==> src/rtl/fp_div_pkg.sv <==
// Shared types and constants for the sequential single-precision divider.
package fp_div_pkg;

  localparam int          BIAS = 127;
  localparam int          ITER = 25;
  localparam logic [31:0] QNAN = 32'h7FC00000;

  typedef enum logic [2:0] {
    IDLE,
    CHECK,
    DIVIDE,
    NORM,
    DONE
  } state_t;

endpackage

==> src/rtl/fp_div_step.sv <==
// One restoring shift-subtract iteration: compare, optionally subtract, shift left.
module fp_div_step (
  input  logic [24:0] rem_i,
  input  logic [23:0] div_i,
  output logic [24:0] rem_o,
  output logic        q_o
);

  logic [23:0] diff;

  // The remainder always stays below twice the divisor, so after a subtraction
  // the difference fits in 24 bits and the shifted result fits in 25.
  always_comb begin
    diff  = rem_i[23:0] - div_i;
    q_o   = (rem_i >= {1'b0, div_i});
    rem_o = q_o ? {diff, 1'b0} : {rem_i[23:0], 1'b0};
  end

endmodule

==> src/rtl/fp_div_sequencer.sv <==
// Multi-cycle IEEE-754 single divider: special-case screen, 25 restoring
// iterations, then normalise with truncation and flush/saturate on range errors.
module fp_div_sequencer
  import fp_div_pkg::*;
(
  input  logic        clk,
  input  logic        rst,
  input  logic        start,
  input  logic [31:0] A,
  input  logic [31:0] B,
  output logic        busy,
  output logic        done,
  output logic [31:0] out,
  output logic        underflow,
  output logic        overflow,
  output logic        div_by_zero
);

  localparam logic [4:0]        LAST_ITER = 5'(ITER - 1);
  localparam logic signed [9:0] BIAS10    = 10'(BIAS);

  state_t             state_q, state_d;
  logic [31:0]        a_q, a_d;
  logic [31:0]        b_q, b_d;
  logic signed [9:0]  exp_q, exp_d;
  logic [24:0]        rem_q, rem_d;
  logic [24:0]        quo_q, quo_d;
  logic [4:0]         cnt_q, cnt_d;
  logic [31:0]        out_q, out_d;
  logic               uf_q, uf_d;
  logic               of_q, of_d;
  logic               dz_q, dz_d;

  logic [7:0]         exp_a, exp_b;
  logic               sign;
  logic [23:0]        divisor;
  logic [24:0]        step_rem;
  logic               step_q;
  logic signed [9:0]  norm_exp;
  logic [22:0]        norm_mant;

  assign exp_a   = a_q[30:23];
  assign exp_b   = b_q[30:23];
  assign sign    = a_q[31] ^ b_q[31];
  assign divisor = {1'b1, b_q[22:0]};

  fp_div_step u_step (
    .rem_i (rem_q),
    .div_i (divisor),
    .rem_o (step_rem),
    .q_o   (step_q)
  );

  always_ff @(posedge clk or posedge rst) begin
    if (rst) begin
      state_q <= IDLE;
      a_q     <= '0;
      b_q     <= '0;
      exp_q   <= '0;
      rem_q   <= '0;
      quo_q   <= '0;
      cnt_q   <= '0;
      out_q   <= '0;
      uf_q    <= 1'b0;
      of_q    <= 1'b0;
      dz_q    <= 1'b0;
    end else begin
      state_q <= state_d;
      a_q     <= a_d;
      b_q     <= b_d;
      exp_q   <= exp_d;
      rem_q   <= rem_d;
      quo_q   <= quo_d;
      cnt_q   <= cnt_d;
      out_q   <= out_d;
      uf_q    <= uf_d;
      of_q    <= of_d;
      dz_q    <= dz_d;
    end
  end

  always_comb begin
    state_d   = state_q;
    a_d       = a_q;
    b_d       = b_q;
    exp_d     = exp_q;
    rem_d     = rem_q;
    quo_d     = quo_q;
    cnt_d     = cnt_q;
    out_d     = out_q;
    uf_d      = uf_q;
    of_d      = of_q;
    dz_d      = dz_q;
    norm_exp  = exp_q;
    norm_mant = quo_q[23:1];

    case (state_q)
      IDLE: begin
        if (start) begin
          a_d     = A;
          b_d     = B;
          out_d   = '0;
          uf_d    = 1'b0;
          of_d    = 1'b0;
          dz_d    = 1'b0;
          state_d = CHECK;
        end
      end

      // NaN/infinity operands outrank a zero dividend, which outranks a zero divisor.
      CHECK: begin
        exp_d = {2'b00, exp_a} - {2'b00, exp_b} + BIAS10;
        cnt_d = '0;
        rem_d = {2'b01, a_q[22:0]};
        quo_d = '0;
        if (exp_a == 8'hFF || exp_b == 8'hFF) begin
          out_d   = QNAN;
          state_d = DONE;
        end else if (exp_a == 8'h00) begin
          out_d   = {sign, 31'b0};
          uf_d    = 1'b1;
          state_d = DONE;
        end else if (exp_b == 8'h00) begin
          out_d   = {sign, 8'hFF, 23'b0};
          dz_d    = 1'b1;
          state_d = DONE;
        end else begin
          state_d = DIVIDE;
        end
      end

      DIVIDE: begin
        rem_d = step_rem;
        quo_d = {quo_q[23:0], step_q};
        if (cnt_q == LAST_ITER) begin
          state_d = NORM;
        end else begin
          cnt_d = cnt_q + 5'd1;
        end
      end

      // Quotient lies in (0.5, 2); a missing integer bit costs one exponent step.
      NORM: begin
        if (quo_q[24]) begin
          norm_mant = quo_q[23:1];
          norm_exp  = exp_q;
        end else begin
          norm_mant = quo_q[22:0];
          norm_exp  = exp_q - 10'sd1;
        end
        if (norm_exp >= 10'sd255) begin
          out_d = {sign, 8'hFF, 23'b0};
          of_d  = 1'b1;
        end else if (norm_exp <= 10'sd0) begin
          out_d = {sign, 31'b0};
          uf_d  = 1'b1;
        end else begin
          out_d = {sign, norm_exp[7:0], norm_mant};
        end
        state_d = DONE;
      end

      DONE: begin
        state_d = IDLE;
      end

      default: begin
        state_d = IDLE;
      end
    endcase
  end

  assign busy        = (state_q == CHECK) || (state_q == DIVIDE) || (state_q == NORM);
  assign done        = (state_q == DONE);
  assign out         = out_q;
  assign underflow   = uf_q;
  assign overflow    = of_q;
  assign div_by_zero = dz_q;

endmodule

==> config.mk <==
export PLATFORM = sky130hd
export DESIGN_NAME = fp_div_sequencer
export DESIGN_NICKNAME = d
export VERILOG_FILES = /design/src/rtl/fp_div_pkg.sv /design/src/rtl/fp_div_step.sv /design/src/rtl/fp_div_sequencer.sv
export SDC_FILE = /design/constraint.sdc
export NUM_CORES = 1
export LEC_CHECK = 0
export ABC_CLOCK_PERIOD_IN_PS = 8100
export BUFFER_PORTS_ARGS = -buffer_cell sky130_fd_sc_hd__buf_2
export CORE_ASPECT_RATIO = 0.7
export CORE_MARGIN = 4
export CORE_UTILIZATION = 50
export CTS_BUF_LIST = sky130_fd_sc_hd__clkbuf_8
export DETAILED_ROUTE_END_ITERATION = 12
export PLACE_DENSITY = 0.7
export SYNTH_ARGS = -nofsm -noshare
export SYNTH_HDL_FRONTEND = slang
export SYNTH_HIERARCHICAL = 1
export SYNTH_SLANG_ARGS = --single-unit
export TNS_END_PERCENT = 5
==> constraint.sdc <==
create_clock -name clk -period 8.1 [get_ports clk]
set_input_delay 0.81 -clock clk [delete_from_list [all_inputs] [get_ports clk]]
set_output_delay 0.81 -clock clk [all_outputs]
set_load 0.03 [all_outputs]
; After elaboration in Yosys (flattened, before gate mapping)
; Index checks and enable logic that the tools add are counted.
[classes]
n_addsub = 5
n_lt_le_gt_ge = 3
eq_ne = 18
n_mux = 33
bitwise = 1
n_reduce_logical = 17
[op_table]
columns = cell, n
row1 = $mux 32, 4
row2 = $pmux 25 s2, 2
row3 = $pmux 32 s3, 1
row4 = $mux 31, 2
row5 = $ge 25x24->1, 1
row6 = $mux 25, 1
row7 = $sub 24x24->24, 1
row8 = $mux 23, 1
row9 = $mux 10, 2
row10 = $ne 2x2->1 const B, 10
row11 = $eq 8x8->1 const B, 2
row12 = $logic_not 8->1, 2
row13 = $mux 3, 5
row14 = $pmux 3 s4, 1
row15 = $add 9x8->10 const B, 1
row16 = $ge 10x9->1 const B, 1
row17 = $le 10x1->1 const B, 1
row18 = $pmux 5 s2, 1
row19 = $sub 10x2->10 const B, 1
row20 = $mux 1, 9
row21 = $sub 8x8->9, 1
row22 = $eq 3x2->1 const B, 2
row23 = $reduce_and 2->1, 3
row24 = $reduce_and 3->1, 2
row25 = other kinds (15), 20
[word_totals]
regBits = 167

; Longest topological paths before layout
; Gate-level depths: netlist of run 1.
[depth]
depth_word = 7
ltp_mapped = 14
depth_no_buf = 12

; Cells and area by module
; The synthesis of run 1 kept the hierarchy.
[by_module_without_submodules]
columns = module, n_inst, cells_per_inst, area_each_um2, seq_area_each_um2
row1 = fp_div_sequencer, 1, 662, 7567.3, 4179.0
row2 = fp_div_step, 1, 254, 1742.9, 0.0

; Worst setup path after synthesis of run 1
; Ideal clock, no wire load.
[synth_path]
path_kind = register -> register
from = register rem_q[20]
to = register rem_q[6]
arrival_time_ns = 2.439
t_required_ns = 7.976
path_slack_ns = 5.537
path_stages_with_launch = 13
period_less_slack_ns = 2.563
path_cell_list = dfrtp_1 ha_1 buf_6 and3_4 nor3b_1 a311o_1 a311oi_1 a21boi_2 buf_6 a211oi_1 a21o_1 a22oi_1 nand2_1
[synth_between]
elab_chain_cells = 3
[synth_lines]
columns = element, line_no
row1 = "start, declared", fp_div_sequencer.sv:26  ; logic [24:0] rem_q, rem_d;
row2 = "start signal, assigned", fp_div_sequencer.sv:72  ; rem_q <= rem_d;
row3 = $ge 25x24->1, fp_div_step.sv:15  ; q_o = (rem_i >= {1'b0, div_i});
row4 = $mux 25, fp_div_step.sv:16  ; rem_o = q_o ? {diff, 1'b0} : {rem_i[23:0], 1'b0};
row5 = via step_rem[6], fp_div_sequencer.sv:37  ; logic [24:0] step_rem;
row6 = $pmux 25 s2, fp_div_sequencer.sv:97  ; case (state_q)
; The timed path passes the listed nets, and every way through them passes these cells.
; A chain may end at the register's enable or synchronous reset.

; Worst setup path in the final report of run 1
[layout_path]
from = register rem_q[20]
to = register rem_q[3]
; The elaborated chain is that of the path after synthesis.

==> metrics.txt, run 1 <==
# TYPE chip_impl_metric gauge
chip_impl_metric{name="final_critical_path_time_including_i_o_delays_and_setup",unit="ns"} 3.42
chip_impl_info{name="crit_family",value="compound AO/OA/AOI/OAI gates"} 1
chip_impl_metric{name="p_leak",unit="uW"} 0.00483
chip_impl_metric{name="floorplan.die.height",unit="um"} 122
chip_impl_metric{name="number_of_synthesized_flops_with_an_enable_pin",unit=""} 0
chip_impl_metric{name="n_fill_cell",unit=""} 1608
chip_impl_info{name="synth-main-ff-cell",value="sky130_fd_sc_hd__dfrtp_1"} 1
chip_impl_info{name="clockRootBuffer",value="sky130_fd_sc_hd__clkbuf_8"} 1
chip_impl_metric{name="cts-buffers-inserted",unit=""} 17
chip_impl_metric{name="power.density_cell_area",unit="nW/um^2"} 460
chip_impl_metric{name="grt_start_max_net_pins",unit=""} 111
chip_impl_metric{name="hold_buffers",unit=""} 0
chip_impl_metric{name="h-tree-depth",unit=""} 4
chip_impl_metric{name="yosysWarnings",unit=""} 6
chip_impl_metric{name="fin_nets",unit=""} 1104
chip_impl_metric{name="fin_setup_tns",unit="ns"} 0
chip_impl_metric{name="crit_fanout",unit=""} 26
chip_impl_metric{name="buffer_ports.inserted",unit=""} 103
chip_impl_metric{name="max_clock_freq",unit="GHz"} 0.293
chip_impl_metric{name="postRouteAntennaNets",unit=""} 0
chip_impl_info{name="cell_type_of_the_slowest_stage_on_the_worst_timing_path",value="sky130_fd_sc_hd__a21boi_4"} 1
chip_impl_metric{name="irDropWorstVdd",unit="mV"} 0.180
chip_impl_info{name="status",value="finished, final reports clean"} 1
chip_impl_metric{name="design.portCount",unit=""} 104
chip_impl_metric{name="worst_ep_arrival_time",unit="ns"} 3.76
chip_impl_metric{name="synthToLayoutAreaGrowth",unit="%"} 11.2
chip_impl_info{name="critical_path.cell_chain",value="ha_1 -> and3_4 -> nor3b_1 -> a311o_1 -> a311oi_1 -> a21boi_4 -> buf_4 -> o21ai_0 -> a22oi_1 -> nand2_1"} 1
chip_impl_metric{name="post_route_hold_slack",unit="ns"} 0.476
chip_impl_metric{name="routed_wire_length_per_instance",unit="um"} 15.8
chip_impl_info{name="worst-setup-path-type",value="reg -> reg"} 1
chip_impl_metric{name="count_of_unresolved_drc_violations_after_routing",unit=""} 0
chip_impl_metric{name="row_count",unit=""} 41
chip_impl_metric{name="clock_latency",unit="ns"} 0.47
chip_impl_metric{name="clkTransAtPathRegs",unit="ns"} 0.09
chip_impl_metric{name="dp_cells",unit=""} 1216
chip_impl_metric{name="ys_ff_latch",unit=""} 167
chip_impl_metric{name="grt_antenna_before_repair",unit=""} 0
chip_impl_metric{name="dieWidth",unit="um"} 171
chip_impl_info{name="worstSetupStartpointType",value="flop"} 1
chip_impl_info{name="worst_hold_path_type",value="reg -> reg"} 1
chip_impl_metric{name="critical-path-max-stage-delay",unit="ns"} 0.59
chip_impl_metric{name="max_cap_viol_count",unit=""} 0
chip_impl_metric{name="worstPathRequired",unit="ns"} 8.44
chip_impl_metric{name="cts_max_path_buffers",unit=""} 2
chip_impl_metric{name="asyncSetResetFlopFracSynth",unit=""} 1.00
chip_impl_metric{name="total_die_area",unit="um^2"} 20900
chip_impl_metric{name="final-setup-viol-count",unit=""} 0
chip_impl_metric{name="synth_area_per_cell",unit="um^2"} 10.2
chip_impl_info{name="tritoncts",value="built"} 1
chip_impl_metric{name="cts_repair_resize_count",unit=""} 0
chip_impl_metric{name="combined_global_route_utilization_of_all_metal_layers",unit=""} 0.196
chip_impl_metric{name="grt_remaining_overflow",unit=""} 0
chip_impl_metric{name="timing.final.hold_violations",unit=""} 0
chip_impl_metric{name="synthesis.area",unit="um^2"} 9310
chip_impl_metric{name="slew_of_the_pin_with_the_lowest_slew_margin",unit="ns"} 1.18
chip_impl_metric{name="grt_pass1_wl",unit="mm"} 33.1
chip_impl_metric{name="core",unit="um^2"} 18200
chip_impl_metric{name="crit_buf_inv",unit=""} 1
chip_impl_metric{name="cts.sink_count",unit=""} 167
chip_impl_metric{name="worst_clock_skew",unit="ns"} 0.0151
chip_impl_metric{name="vias",unit=""} 6863
chip_impl_metric{name="detailedRoute.firstPassIterationCount",unit=""} 5
chip_impl_metric{name="final_cells",unit=""} 1248
chip_impl_metric{name="initial_util",unit=""} 0.513
chip_impl_metric{name="final_min_period_over_clock_period",unit=""} 0.422
chip_impl_metric{name="postCtsSetupRepairBufs",unit=""} 0
chip_impl_metric{name="detailedPlacementHpwl",unit="mm"} 14.1
chip_impl_metric{name="final_layout_size_suffix_gt1_frac",unit=""} 0.252
chip_impl_metric{name="finalCoreUtilization",unit=""} 0.570
chip_impl_metric{name="yosysSeqAreaShare",unit=""} 0.449
chip_impl_metric{name="globalplace.congestion",unit=""} 0.896
chip_impl_metric{name="first_global_vias",unit=""} 6447
chip_impl_metric{name="postSynthCellCount",unit=""} 916
chip_impl_info{name="critical_path.endpoint_type",value="flop"} 1
chip_impl_metric{name="wirelength",unit="mm"} 19.7
chip_impl_metric{name="antenna_diode_count",unit=""} 0
chip_impl_info{name="grt_setup_unrepaired",value="no"} 1
chip_impl_metric{name="drt_first_iter_violations",unit=""} 454
chip_impl_metric{name="viasPerCell",unit=""} 5.50
chip_impl_metric{name="synth.lib_cells_used.distinct",unit=""} 84
chip_impl_metric{name="drv_slew",unit=""} 0
chip_impl_metric{name="max_slew_margin",unit=""} 0.214
chip_impl_metric{name="synthesis.nets",unit=""} 1021
## state kept, by name (all words and copies together) (netlist names), 3 cells and up
register,count
quo_q,25
state_q,3
out,32
cnt_q,5
a_q,32
b_q,32
rem_q,25
exp_q,10
## worst reg2reg max path, cell delays in order, from the launching register on
cell,delay (ns)
sky130_fd_sc_hd__dfrtp_1,0.42
sky130_fd_sc_hd__ha_1,0.41
sky130_fd_sc_hd__and3_4,0.23
sky130_fd_sc_hd__nor3b_1,0.14
sky130_fd_sc_hd__a311o_1,0.34
sky130_fd_sc_hd__a311oi_1,0.32
sky130_fd_sc_hd__a21boi_4,0.59
sky130_fd_sc_hd__buf_4,0.43
sky130_fd_sc_hd__o21ai_0,0.15
sky130_fd_sc_hd__a22oi_1,0.17
sky130_fd_sc_hd__nand2_1,0.09
## worst paths after layout
path | start | end | slack (ns) | cells past startpoint
min in group asynchronous | rst | out[10] | 0.53 | 2
max in group asynchronous | rst | rem_q[3] | 6.21 | 3
worst max-delay path | rem_q[20] | rem_q[3] | 4.68 | 10
worst min register to register | out[12] | out[12] | 0.48 | 2
worst min-delay path | out[12] | out[12] | 0.48 | 2
worst max register to register | rem_q[20] | rem_q[3] | 4.68 | 10
## placed cells by master, fill, tap and decap left out, drive strengths merged, types with 9 or more instances in the layout
cell and count:
nand3 10, a21o 11, nand2 147, mux2i 25
ha 36, nor2 36, buf 110, xnor2 22
clkbuf 17, dfrtp 167, nor3 16, inv 56
a22o 31, mux2 57, xor2 20, a22oi 23
a21oi 21, o21ai 76, o21a 9
## per-layer routing
metal / global-route usage / routed length (um) / up-vias
met5: 0 / 0 / -
met4: 0.0500 / 220 / 0
met3: 0.0425 / 928 / 16
met2: 0.280 / 8140 / 130
met1: 0.301 / 10400 / 3275
li1: - / - / 3442
## where the power goes
part           internal, uW  switching (uW)  leakage [uW]
combinational          1160            1600       0.00250
clock                   282             331      0.000199
sequential             1140             250       0.00212
total                  2580            2180       0.00483
## Yosys cell counts (5+ instances only)
library cell	instances	area, um^2
sky130_fd_sc_hd__ha_1	36	450
sky130_fd_sc_hd__o21a_1	9	67.6
sky130_fd_sc_hd__nand4_1	7	43.8
sky130_fd_sc_hd__clkbuf_1	30	113
sky130_fd_sc_hd__o21ai_2	28	245
sky130_fd_sc_hd__nand3_1	10	50.1
sky130_fd_sc_hd__a21oi_1	19	95.1
sky130_fd_sc_hd__a22o_1	31	272
sky130_fd_sc_hd__nor3_1	16	80.1
sky130_fd_sc_hd__xnor2_1	22	193
sky130_fd_sc_hd__nor2b_1	8	50.1
sky130_fd_sc_hd__a31oi_1	5	31.3
sky130_fd_sc_hd__mux2_2	57	642
sky130_fd_sc_hd__nor2_1	36	135
sky130_fd_sc_hd__a21o_1	9	67.6
sky130_fd_sc_hd__o31ai_1	5	37.5
sky130_fd_sc_hd__o21ai_0	44	220
sky130_fd_sc_hd__mux2i_1	25	250
sky130_fd_sc_hd__inv_1	48	180
sky130_fd_sc_hd__a22oi_1	23	173
sky130_fd_sc_hd__dfrtp_1	167	4180
sky130_fd_sc_hd__nor4_1	6	37.5
sky130_fd_sc_hd__xor2_1	20	175
sky130_fd_sc_hd__nand2_1	146	548
## kinds of logic after synthesis
group / Yosys count / share of synthesized area
simple gates: 261 / 0.129
compound gates: 230 / 0.186
flops: 167 / 0.449
buf+inv: 94 / 0.0474
mux: 82 / 0.0958
xor+xnor: 42 / 0.0395
fa+ha+maj: 38 / 0.0527
other cells: 2 / 0.000807
## final cells by class
type | instances | area (um^2) | share of cell area
clock buffers | 17 | 234 | 0.0226
repair buffers | 110 | 568 | 0.0549
inverters | 48 | 185 | 0.0179
flip-flops and latches | 167 | 4180 | 0.404
multi-input cells | 655 | 4720 | 0.456
clock inverters | 15 | 171 | 0.0166
well taps | 236 | 295 | 0.0285
## metrics by stage
stage | power (uW) | instance area (um^2) | worst slack, ns
after global routing | 5200 | 10400 | 4.39
after detailed placement | 4160 | 9950 | 4.70
after CTS | 4790 | 10400 | 4.67
after global placement | 4110 | 9950 | 4.86
after floorplan | 3630 | 9310 | 2.77
final | 4770 | 10400 | 4.68
(Power assumes the default switching activity.)
==> run 2: changes to the inputs <==
--- a/config.mk
+++ b/config.mk
@@ -5,7 +5,7 @@
 export SDC_FILE = /design/constraint.sdc
 export NUM_CORES = 1
 export LEC_CHECK = 0
-export ABC_CLOCK_PERIOD_IN_PS = 8100
+export ABC_CLOCK_PERIOD_IN_PS = 3290
 export BUFFER_PORTS_ARGS = -buffer_cell sky130_fd_sc_hd__buf_2
 export CORE_ASPECT_RATIO = 0.7
 export CORE_MARGIN = 4
==> constraint.sdc (replaced) <==
create_clock -name clk -period 3.29 [get_ports clk]
set_input_delay 0.329 -clock clk [delete_from_list [all_inputs] [get_ports clk]]
set_output_delay 0.329 -clock clk [all_outputs]
set_load 0.03 [all_outputs]
==> run 2 against run 1 <==
Cell area up 0.89%. Worst hold slack got worse by 0.41 ns. Setup slack worse by 4.4 ns. Largest cell class unchanged. Largest power group unchanged.
==> metrics.txt, run 2 (synthesis results as in run 1) <==
# TYPE chip_impl_metric gauge
chip_impl_metric{name="postCtsSetupRepairBufs",unit=""} 0
chip_impl_metric{name="post_route_cell_area",unit="um^2"} 10400
chip_impl_info{name="critical_path.endpoint_type",value="flop"} 1
chip_impl_metric{name="fin_nets",unit=""} 1111
chip_impl_metric{name="core",unit="um^2"} 18200
chip_impl_info{name="tritoncts",value="built"} 1
chip_impl_metric{name="combined_global_route_utilization_of_all_metal_layers",unit=""} 0.196
chip_impl_metric{name="crit_fanout",unit=""} 15
chip_impl_metric{name="first_global_vias",unit=""} 6558
chip_impl_metric{name="vias",unit=""} 6927
chip_impl_metric{name="cts-buffers-inserted",unit=""} 17
chip_impl_metric{name="grt_remaining_overflow",unit=""} 0
chip_impl_info{name="mostFrequentLayoutCells",value="sky130_fd_sc_hd__dfrtp_1, sky130_fd_sc_hd__nand2_1, sky130_fd_sc_hd__buf_2"} 1
chip_impl_metric{name="viasPerCell",unit=""} 5.52
chip_impl_metric{name="final_layout_size_suffix_gt1_frac",unit=""} 0.259
chip_impl_metric{name="h-tree-depth",unit=""} 4
chip_impl_metric{name="max_clock_freq",unit="GHz"} 0.338
chip_impl_metric{name="irDropWorstVdd",unit="mV"} 0.403
chip_impl_metric{name="timing.final.hold_violations",unit=""} 0
chip_impl_metric{name="count_of_unresolved_drc_violations_after_routing",unit=""} 0
chip_impl_info{name="worst_hold_path_type",value="in -> async"} 1
chip_impl_metric{name="final_critical_path_time_including_i_o_delays_and_setup",unit="ns"} 2.96
chip_impl_metric{name="cts_max_path_buffers",unit=""} 2
chip_impl_metric{name="drt_first_iter_violations",unit=""} 550
chip_impl_metric{name="design.portCount",unit=""} 104
chip_impl_metric{name="dieWidth",unit="um"} 171
chip_impl_metric{name="synthToLayoutAreaGrowth",unit="%"} 12.2
chip_impl_info{name="layout.cells.most_common",value="sky130_fd_sc_hd__dfrtp_1"} 1
chip_impl_metric{name="power.density_cell_area",unit="nW/um^2"} 1140
chip_impl_metric{name="drv_slew",unit=""} 0
chip_impl_metric{name="cts.sink_count",unit=""} 167
chip_impl_info{name="clockRootBuffer",value="sky130_fd_sc_hd__clkbuf_8"} 1
chip_impl_metric{name="hold_buffers",unit=""} 0
chip_impl_metric{name="multi_input_area",unit="um^2"} 4720
chip_impl_metric{name="antenna_diode_count",unit=""} 0
chip_impl_metric{name="slew_of_the_pin_with_the_lowest_slew_margin",unit="ns"} 0.973
chip_impl_metric{name="buffer_ports.inserted",unit=""} 103
chip_impl_metric{name="final-setup-viol-count",unit=""} 0
chip_impl_metric{name="floorplan.die.height",unit="um"} 122
chip_impl_metric{name="p_leak",unit="uW"} 0.00488
chip_impl_metric{name="cts_repair_resize_count",unit=""} 0
chip_impl_info{name="critical_path.cell_chain",value="ha_1 -> and3_4 -> nor3b_1 -> a311o_1 -> a311oi_1 -> a21boi_4 -> buf_4 -> o31ai_1 -> a22oi_1 -> nand2_1"} 1
chip_impl_metric{name="grt_antenna_before_repair",unit=""} 0
chip_impl_metric{name="grt_start_max_net_pins",unit=""} 168
chip_impl_metric{name="detailedPlacementHpwl",unit="mm"} 13.8
chip_impl_info{name="start_point_of_the_critical_path",value="rem_q[20]"} 1
chip_impl_info{name="worst-setup-path-type",value="reg -> reg"} 1
chip_impl_metric{name="routed_wire_length_per_instance",unit="um"} 15.5
chip_impl_metric{name="total_die_area",unit="um^2"} 20900
chip_impl_info{name="grt_setup_unrepaired",value="no"} 1
chip_impl_info{name="status",value="finished, final reports clean"} 1
chip_impl_metric{name="wirelength",unit="mm"} 19.5
chip_impl_metric{name="postRouteAntennaNets",unit=""} 0
chip_impl_metric{name="critical-path-max-stage-delay",unit="ns"} 0.42
chip_impl_metric{name="grt_pass1_wl",unit="mm"} 33.1
chip_impl_metric{name="worstPathRequired",unit="ns"} 3.63
chip_impl_metric{name="detailedRoute.firstPassIterationCount",unit=""} 4
chip_impl_info{name="worstSetupStartpointType",value="flop"} 1
chip_impl_info{name="cell_type_of_the_slowest_stage_on_the_worst_timing_path",value="sky130_fd_sc_hd__a21boi_4"} 1
chip_impl_metric{name="worst_ep_arrival_time",unit="ns"} 3.30
chip_impl_metric{name="row_count",unit=""} 41
chip_impl_metric{name="globalplace.congestion",unit=""} 0.862
chip_impl_metric{name="post_dp_cell_area",unit="um^2"} 10000
chip_impl_metric{name="sequential_cell_area",unit="um^2"} 4180
chip_impl_metric{name="fin_setup_tns",unit="ns"} 0
chip_impl_metric{name="clkTransAtPathRegs",unit="ns"} 0.09
chip_impl_metric{name="clock_latency",unit="ns"} 0.46
chip_impl_metric{name="n_fill_cell",unit=""} 1651
chip_impl_metric{name="initial_util",unit=""} 0.513
chip_impl_info{name="rr_startpoint",value="rem_q[20]"} 1
chip_impl_metric{name="max_cap_viol_count",unit=""} 0
chip_impl_metric{name="final_min_period_over_clock_period",unit=""} 0.900
chip_impl_metric{name="max_slew_margin",unit=""} 0.352
chip_impl_metric{name="worst_clock_skew",unit="ns"} 0.0173
-- run 2: cell types whose count changed in the layout (fill, tap and decap cells not counted), sizes merged --
cell / previous run / this run
buf: 110 / 117
inv: 56 / 53
clkbuf: 17 / 19
clkinv: 1 / 3
clkinvlp: 4 / 3
-- run 2: routing by layer --
metal  part of all wire  GRT usage  vias to the layer above
met5                  0          0                        -
met4             0.0065     0.0450                        0
met3              0.051     0.0431                       11
met2               0.41      0.274                      165
met1               0.53      0.308                     3290
li1                   -          -                     3461
-- run 2: power breakdown --
group          total (uW)  leakage, uW  internal [uW]  switching, uW
clock                1550     0.000211            741            812
sequential           3390      0.00212           2800            590
combinational        6930      0.00254           2970           3970
total               11900      0.00488           6510           5370
-- run 2: area by class of cell --
cell class,count,area share
multi-input combinational,655,0.452
sequential,167,0.400
timing repair buffer,117,0.0618
tap,236,0.0283
clock buffer,19,0.0250
inverter,48,0.0176
clock inverter,13,0.0153
-- run 2: worst max-delay path, delay by kind of cell (launching register included) --
family          cells  cell delay [ns]
compound gates      5             1.30
fa+ha+maj           1             0.41
buf+inv             1             0.30
flops               1             0.41
simple gates        3             0.44
-- run 2: stage by stage --
stage               power, uW  std cells   util  setup WS, ns  hold WS, ns
floorplan                8950        916      -         0.727        0.446
global route            13000       1255  0.575        0.0756       0.0551
CTS                     11900       1255  0.575         0.298       0.0637
detailed placement      10300       1223  0.552         0.322        0.461
finish                  11900       1255  0.575         0.330       0.0666
global placement        10200       1223  0.552         0.365        0.452
-- run 2: final timing paths --
path                        endpoint  slack (ns)  cells after the start
max reg2reg                rem_q[20]        0.33                     10
min in group clk             a_q[23]        0.09                      3
max                        rem_q[20]        0.33                     10
min reg2reg                  out[31]        0.48                      2
max in group asynchronous  rem_q[24]        2.44                      3
min                          a_q[28]        0.07                      3
==> run 3: changes to the inputs <==
--- a/config.mk
+++ b/config.mk
@@ -5,14 +5,16 @@
 export SDC_FILE = /design/constraint.sdc
 export NUM_CORES = 1
 export LEC_CHECK = 0
+export ABC_AREA = 1
 export ABC_CLOCK_PERIOD_IN_PS = 3290
 export BUFFER_PORTS_ARGS = -buffer_cell sky130_fd_sc_hd__buf_2
 export CORE_ASPECT_RATIO = 0.7
 export CORE_MARGIN = 4
 export CORE_UTILIZATION = 50
 export CTS_BUF_LIST = sky130_fd_sc_hd__clkbuf_8
+export CTS_CLUSTER_SIZE = 28
 export DETAILED_ROUTE_END_ITERATION = 12
-export PLACE_DENSITY = 0.7
+export PLACE_DENSITY = 0.69
 export SYNTH_ARGS = -nofsm -noshare
 export SYNTH_HDL_FRONTEND = slang
 export SYNTH_HIERARCHICAL = 1
==> constraint.sdc (replaced) <==
create_clock -name clk -period 3.29 [get_ports clk]
set_input_delay 0.329 -clock clk [delete_from_list [all_inputs] [get_ports clk]]
set_output_delay 0.329 -clock clk [all_outputs]
set_load 0.005 [all_outputs]
==> run 3 against run 2 <==
Die area increased by 9.1%. Via count up 34%. Clock power rose by 5%. Clock-buffer cell count fell by 2. First-iteration DRC count grew 36%. Critical endpoint is now busy. The flow now finishes with violations (hold timing). Final cell count rose by 45%.
==> metrics.txt, run 3 <==
# TYPE chip_impl_metric gauge
chip_impl_metric{name="final_min_period_over_clock_period",unit=""} 0.808
chip_impl_metric{name="power.internal",unit="uW"} 6100
chip_impl_info{name="clockRootBuffer",value="sky130_fd_sc_hd__clkbuf_8"} 1
chip_impl_metric{name="clock_latency",unit="ns"} 0.49
chip_impl_info{name="cell_type_of_the_slowest_stage_on_the_worst_timing_path",value="sky130_fd_sc_hd__inv_2"} 1
chip_impl_metric{name="critical-path-max-stage-delay",unit="ns"} 0.44
chip_impl_metric{name="max_clock_freq",unit="GHz"} 0.376
chip_impl_metric{name="postSynthCellCount",unit=""} 1445
chip_impl_metric{name="grt_pass1_wl",unit="mm"} 43.5
chip_impl_metric{name="yosys.area_share.xor_xnor",unit=""} 0.0172
chip_impl_metric{name="post_route_hold_slack",unit="ns"} -0.0157
chip_impl_metric{name="synthesis.nets",unit=""} 1550
chip_impl_metric{name="row_count",unit=""} 43
chip_impl_metric{name="synth.lib_cells_used.distinct",unit=""} 47
chip_impl_info{name="critical_path.endpoint_type",value="output port"} 1
chip_impl_info{name="worst-setup-path-type",value="reg -> out"} 1
chip_impl_metric{name="total_die_area",unit="um^2"} 22800
chip_impl_metric{name="first_global_vias",unit=""} 8414
chip_impl_metric{name="dp_cells",unit=""} 1781
chip_impl_info{name="tritoncts",value="built"} 1
chip_impl_metric{name="dp_worst_setup_slack",unit="ns"} 0.722
chip_impl_metric{name="max_slew_margin",unit=""} 0.296
chip_impl_metric{name="globalplace.congestion",unit=""} 0.975
chip_impl_metric{name="grt_remaining_overflow",unit=""} 0
chip_impl_metric{name="grt_start_max_net_pins",unit=""} 168
chip_impl_metric{name="power.density_cell_area",unit="nW/um^2"} 1110
chip_impl_metric{name="arithmetic_cell_share_of_the_synthesized_area_counting_full_adders_half_adders_and_majority_gates",unit=""} 0.0480
chip_impl_info{name="netlist_top_cells_count",value="sky130_fd_sc_hd__nand2_1, sky130_fd_sc_hd__inv_1, sky130_fd_sc_hd__dfrtp_1"} 1
chip_impl_metric{name="combined_global_route_utilization_of_all_metal_layers",unit=""} 0.238
chip_impl_metric{name="cts.sink_count",unit=""} 167
chip_impl_metric{name="fin_nets",unit=""} 1640
chip_impl_metric{name="p_sw_frac",unit=""} 0.518
chip_impl_info{name="synth_area_leaders",value="sky130_fd_sc_hd__dfrtp_1, sky130_fd_sc_hd__nand2_1, sky130_fd_sc_hd__inv_1"} 1
chip_impl_metric{name="clkTransAtPathRegs",unit="ns"} 0.10
chip_impl_metric{name="post-synth-top-area-fraction",unit=""} 0.409
chip_impl_metric{name="p_leak",unit="uW"} 0.00623
chip_impl_metric{name="max_cap_viol_count",unit=""} 0
chip_impl_metric{name="drt_first_iter_violations",unit=""} 748
chip_impl_info{name="worst_hold_path_type",value="in -> async"} 1
chip_impl_metric{name="yosysSeqAreaShare",unit=""} 0.409
chip_impl_metric{name="power.switching",unit="uW"} 6550
chip_impl_metric{name="setup_ws",unit="ns"} 0.630
chip_impl_metric{name="cts-buffers-inserted",unit=""} 17
chip_impl_info{name="mostFrequentLayoutCells",value="sky130_fd_sc_hd__nand2_1, sky130_fd_sc_hd__inv_1, sky130_fd_sc_hd__dfrtp_1"} 1
chip_impl_metric{name="worst_ep_arrival_time",unit="ns"} 2.33
chip_impl_metric{name="timing.final.hold_violations",unit=""} 16
chip_impl_metric{name="dieWidth",unit="um"} 179
chip_impl_metric{name="routed_wire_length_per_instance",unit="um"} 14.3
chip_impl_info{name="critical-path-top-cell-by-count",value="sky130_fd_sc_hd__nand2_1"} 1
chip_impl_metric{name="worst_clock_skew",unit="ns"} 0.0189
chip_impl_info{name="synthMostInstantiatedCell",value="sky130_fd_sc_hd__nand2_1"} 1
chip_impl_metric{name="final_cells",unit=""} 1818
chip_impl_metric{name="irDropWorstVdd",unit="mV"} 0.459
chip_impl_metric{name="postCtsSetupRepairBufs",unit=""} 0
chip_impl_metric{name="fin_setup_tns",unit="ns"} 0
chip_impl_metric{name="number_of_synthesized_flops_with_an_enable_pin",unit=""} 0
chip_impl_metric{name="vias",unit=""} 9264
chip_impl_metric{name="synth_compound_gate_area_share",unit=""} 0.0826
chip_impl_metric{name="worstPathRequired",unit="ns"} 2.96
chip_impl_metric{name="asyncSetResetFlopFracSynth",unit=""} 1.00
chip_impl_info{name="synth-main-ff-cell",value="sky130_fd_sc_hd__dfrtp_1"} 1
chip_impl_metric{name="slew_of_the_pin_with_the_lowest_slew_margin",unit="ns"} 1.06
chip_impl_metric{name="buffer_ports.inserted",unit=""} 103
chip_impl_info{name="violated_checks",value="hold timing"} 1
chip_impl_metric{name="final-setup-viol-count",unit=""} 0
chip_impl_metric{name="initial_util",unit=""} 0.513
chip_impl_metric{name="wirelength",unit="mm"} 26.1
chip_impl_metric{name="simple_gate_portion_of_the_synthesized_area",unit=""} 0.336
chip_impl_info{name="status",value="finished with violations"} 1
chip_impl_metric{name="count_of_unresolved_drc_violations_after_routing",unit=""} 0
chip_impl_metric{name="synthesis.area",unit="um^2"} 10200
chip_impl_metric{name="h-tree-depth",unit=""} 4
chip_impl_metric{name="postRouteAntennaNets",unit=""} 0
chip_impl_metric{name="final_layout_size_suffix_gt1_frac",unit=""} 0.123
chip_impl_metric{name="cts_max_path_buffers",unit=""} 2
chip_impl_metric{name="design.portCount",unit=""} 104
chip_impl_metric{name="synth_area_per_cell",unit="um^2"} 7.06
chip_impl_metric{name="detailedRoute.firstPassIterationCount",unit=""} 6
chip_impl_metric{name="yosysWarnings",unit=""} 6
chip_impl_metric{name="core",unit="um^2"} 19900
chip_impl_metric{name="detailedPlacementHpwl",unit="mm"} 19.1
chip_impl_metric{name="ys_ff_latch",unit=""} 167
chip_impl_info{name="worstSetupStartpointType",value="flop"} 1
chip_impl_metric{name="power_frac_clock",unit=""} 0.128
chip_impl_info{name="layout.cells.most_common",value="sky130_fd_sc_hd__nand2_1"} 1
chip_impl_metric{name="antenna_diode_count",unit=""} 0
chip_impl_info{name="main_combinational_cell_family_by_area_after_synthesis",value="simple AND/OR/NAND/NOR gates"} 1
chip_impl_metric{name="grt_antenna_before_repair",unit=""} 0
chip_impl_metric{name="crit_fanout",unit=""} 25
chip_impl_info{name="grt_setup_unrepaired",value="no"} 1
chip_impl_metric{name="synthToLayoutAreaGrowth",unit="%"} 11.8
chip_impl_metric{name="floorplan.die.height",unit="um"} 128
chip_impl_metric{name="viasPerCell",unit=""} 5.10
chip_impl_info{name="critical_path.cell_chain",value="nand2_1 -> nor2_2 -> inv_1 -> nand2_1 -> inv_2 -> nand2_1 -> buf_2"} 1
chip_impl_metric{name="drv_slew",unit=""} 0
chip_impl_info{name="synth_largest_area_cell",value="sky130_fd_sc_hd__dfrtp_1"} 1
chip_impl_metric{name="power.share.sequential",unit=""} 0.257
chip_impl_metric{name="synthMuxAreaShare",unit=""} 0
chip_impl_metric{name="comb_power_share",unit=""} 0.615
chip_impl_metric{name="final_critical_path_time_including_i_o_delays_and_setup",unit="ns"} 2.66
## run 3: changes by cell type after synthesis, sizes merged, moves of 21 or more
cell,change
nand2,+416
inv,+171
nand3,+85
mux2,-57
nor2,+46
nand4,+39
a22o,-29
mux2i,-25
a22oi,-23
o22ai,+21
## run 3: final cells by class
type	count	area [um^2]
fillers	1970	8490
multi-input cells	1007	4940
flip-flops and latches	167	4180
inverters	220	832
repair buffers	122	696
well taps	270	338
clock buffers	17	234
clock inverters	15	194
## run 3: worst max-delay path, delay by kind of cell (launching register included)
kind | cells | cell delay (ns)
flip-flops | 1 | 0.42
AND/OR/NAND/NOR | 4 | 0.52
buffers and inverters | 3 | 0.89
## run 3: cells by family after synthesis
family                   after synthesis
AO/OA/AOI/OAI                        146
adder cells (fa/ha/maj)               38
flip-flops                           167
other                                  2
XOR/XNOR                              20
AND/OR/NAND/NOR                      801
buffers and inverters                271
## run 3: what timing repair did
action / in CTS / in global routing
hold buffers: 5 / 0
gates resized for setup: 0 / 0
setup endpoints to repair: 0 / 0
endpoints found under the hold margin: 5 / 0
## run 3: path summary, 6_finish.rpt
| kind | slack, ns | end | depth (start not counted) | start |
|---|---|---|---|---|
| min in group clk | 0.04 | b_q[2] | 3 | B[2] |
| worst max register to register | 0.71 | rem_q[23] | 12 | rem_q[16] |
| worst min register to register | 0.48 | out[10] | 2 | out[10] |
| worst min-delay path | -0.02 | out[29] | 3 | rst |
| max in group asynchronous | 2.42 | exp_q[4] | 3 | rst |
| worst max-delay path | 0.63 | busy | 7 | state_q[0] |
## run 3: power groups by stage
stage / Sequential, uW / Clock [uW] / Combinational (uW)
2_1_floorplan: 3170 / 0 / 5940
3_5_place_dp: 3290 / 0 / 7680
5_1_grt: 3350 / 1750 / 8890
3_3_place_gp: 3270 / 0 / 7580
6_report: 3250 / 1620 / 7780
4_1_cts: 3250 / 1670 / 7720
## run 3: per-stage QoR
stage                     hold WS (ns)  cell area [um^2]  utilization  power (uW)
final                          -0.0157             11400        0.574       12600
after global routing            0.0112             11400        0.574       14000
after CTS                     0.000838             11400        0.574       12600
after detailed placement         0.460             10900        0.550       11000
after global placement           0.457             10900        0.550       10800
after floorplan                  0.439             10200            -        9110
## run 3: routing by layer
layer / vias to the layer above / routed length (um) / GRT usage
met2: 319 / 9910 / 0.305
met3: 14 / 2020 / 0.0441
met1: 4211 / 13900 / 0.406
li1: 4720 / - / -
met5: - / 0 / 0
met4: 0 / 214 / 0.0496
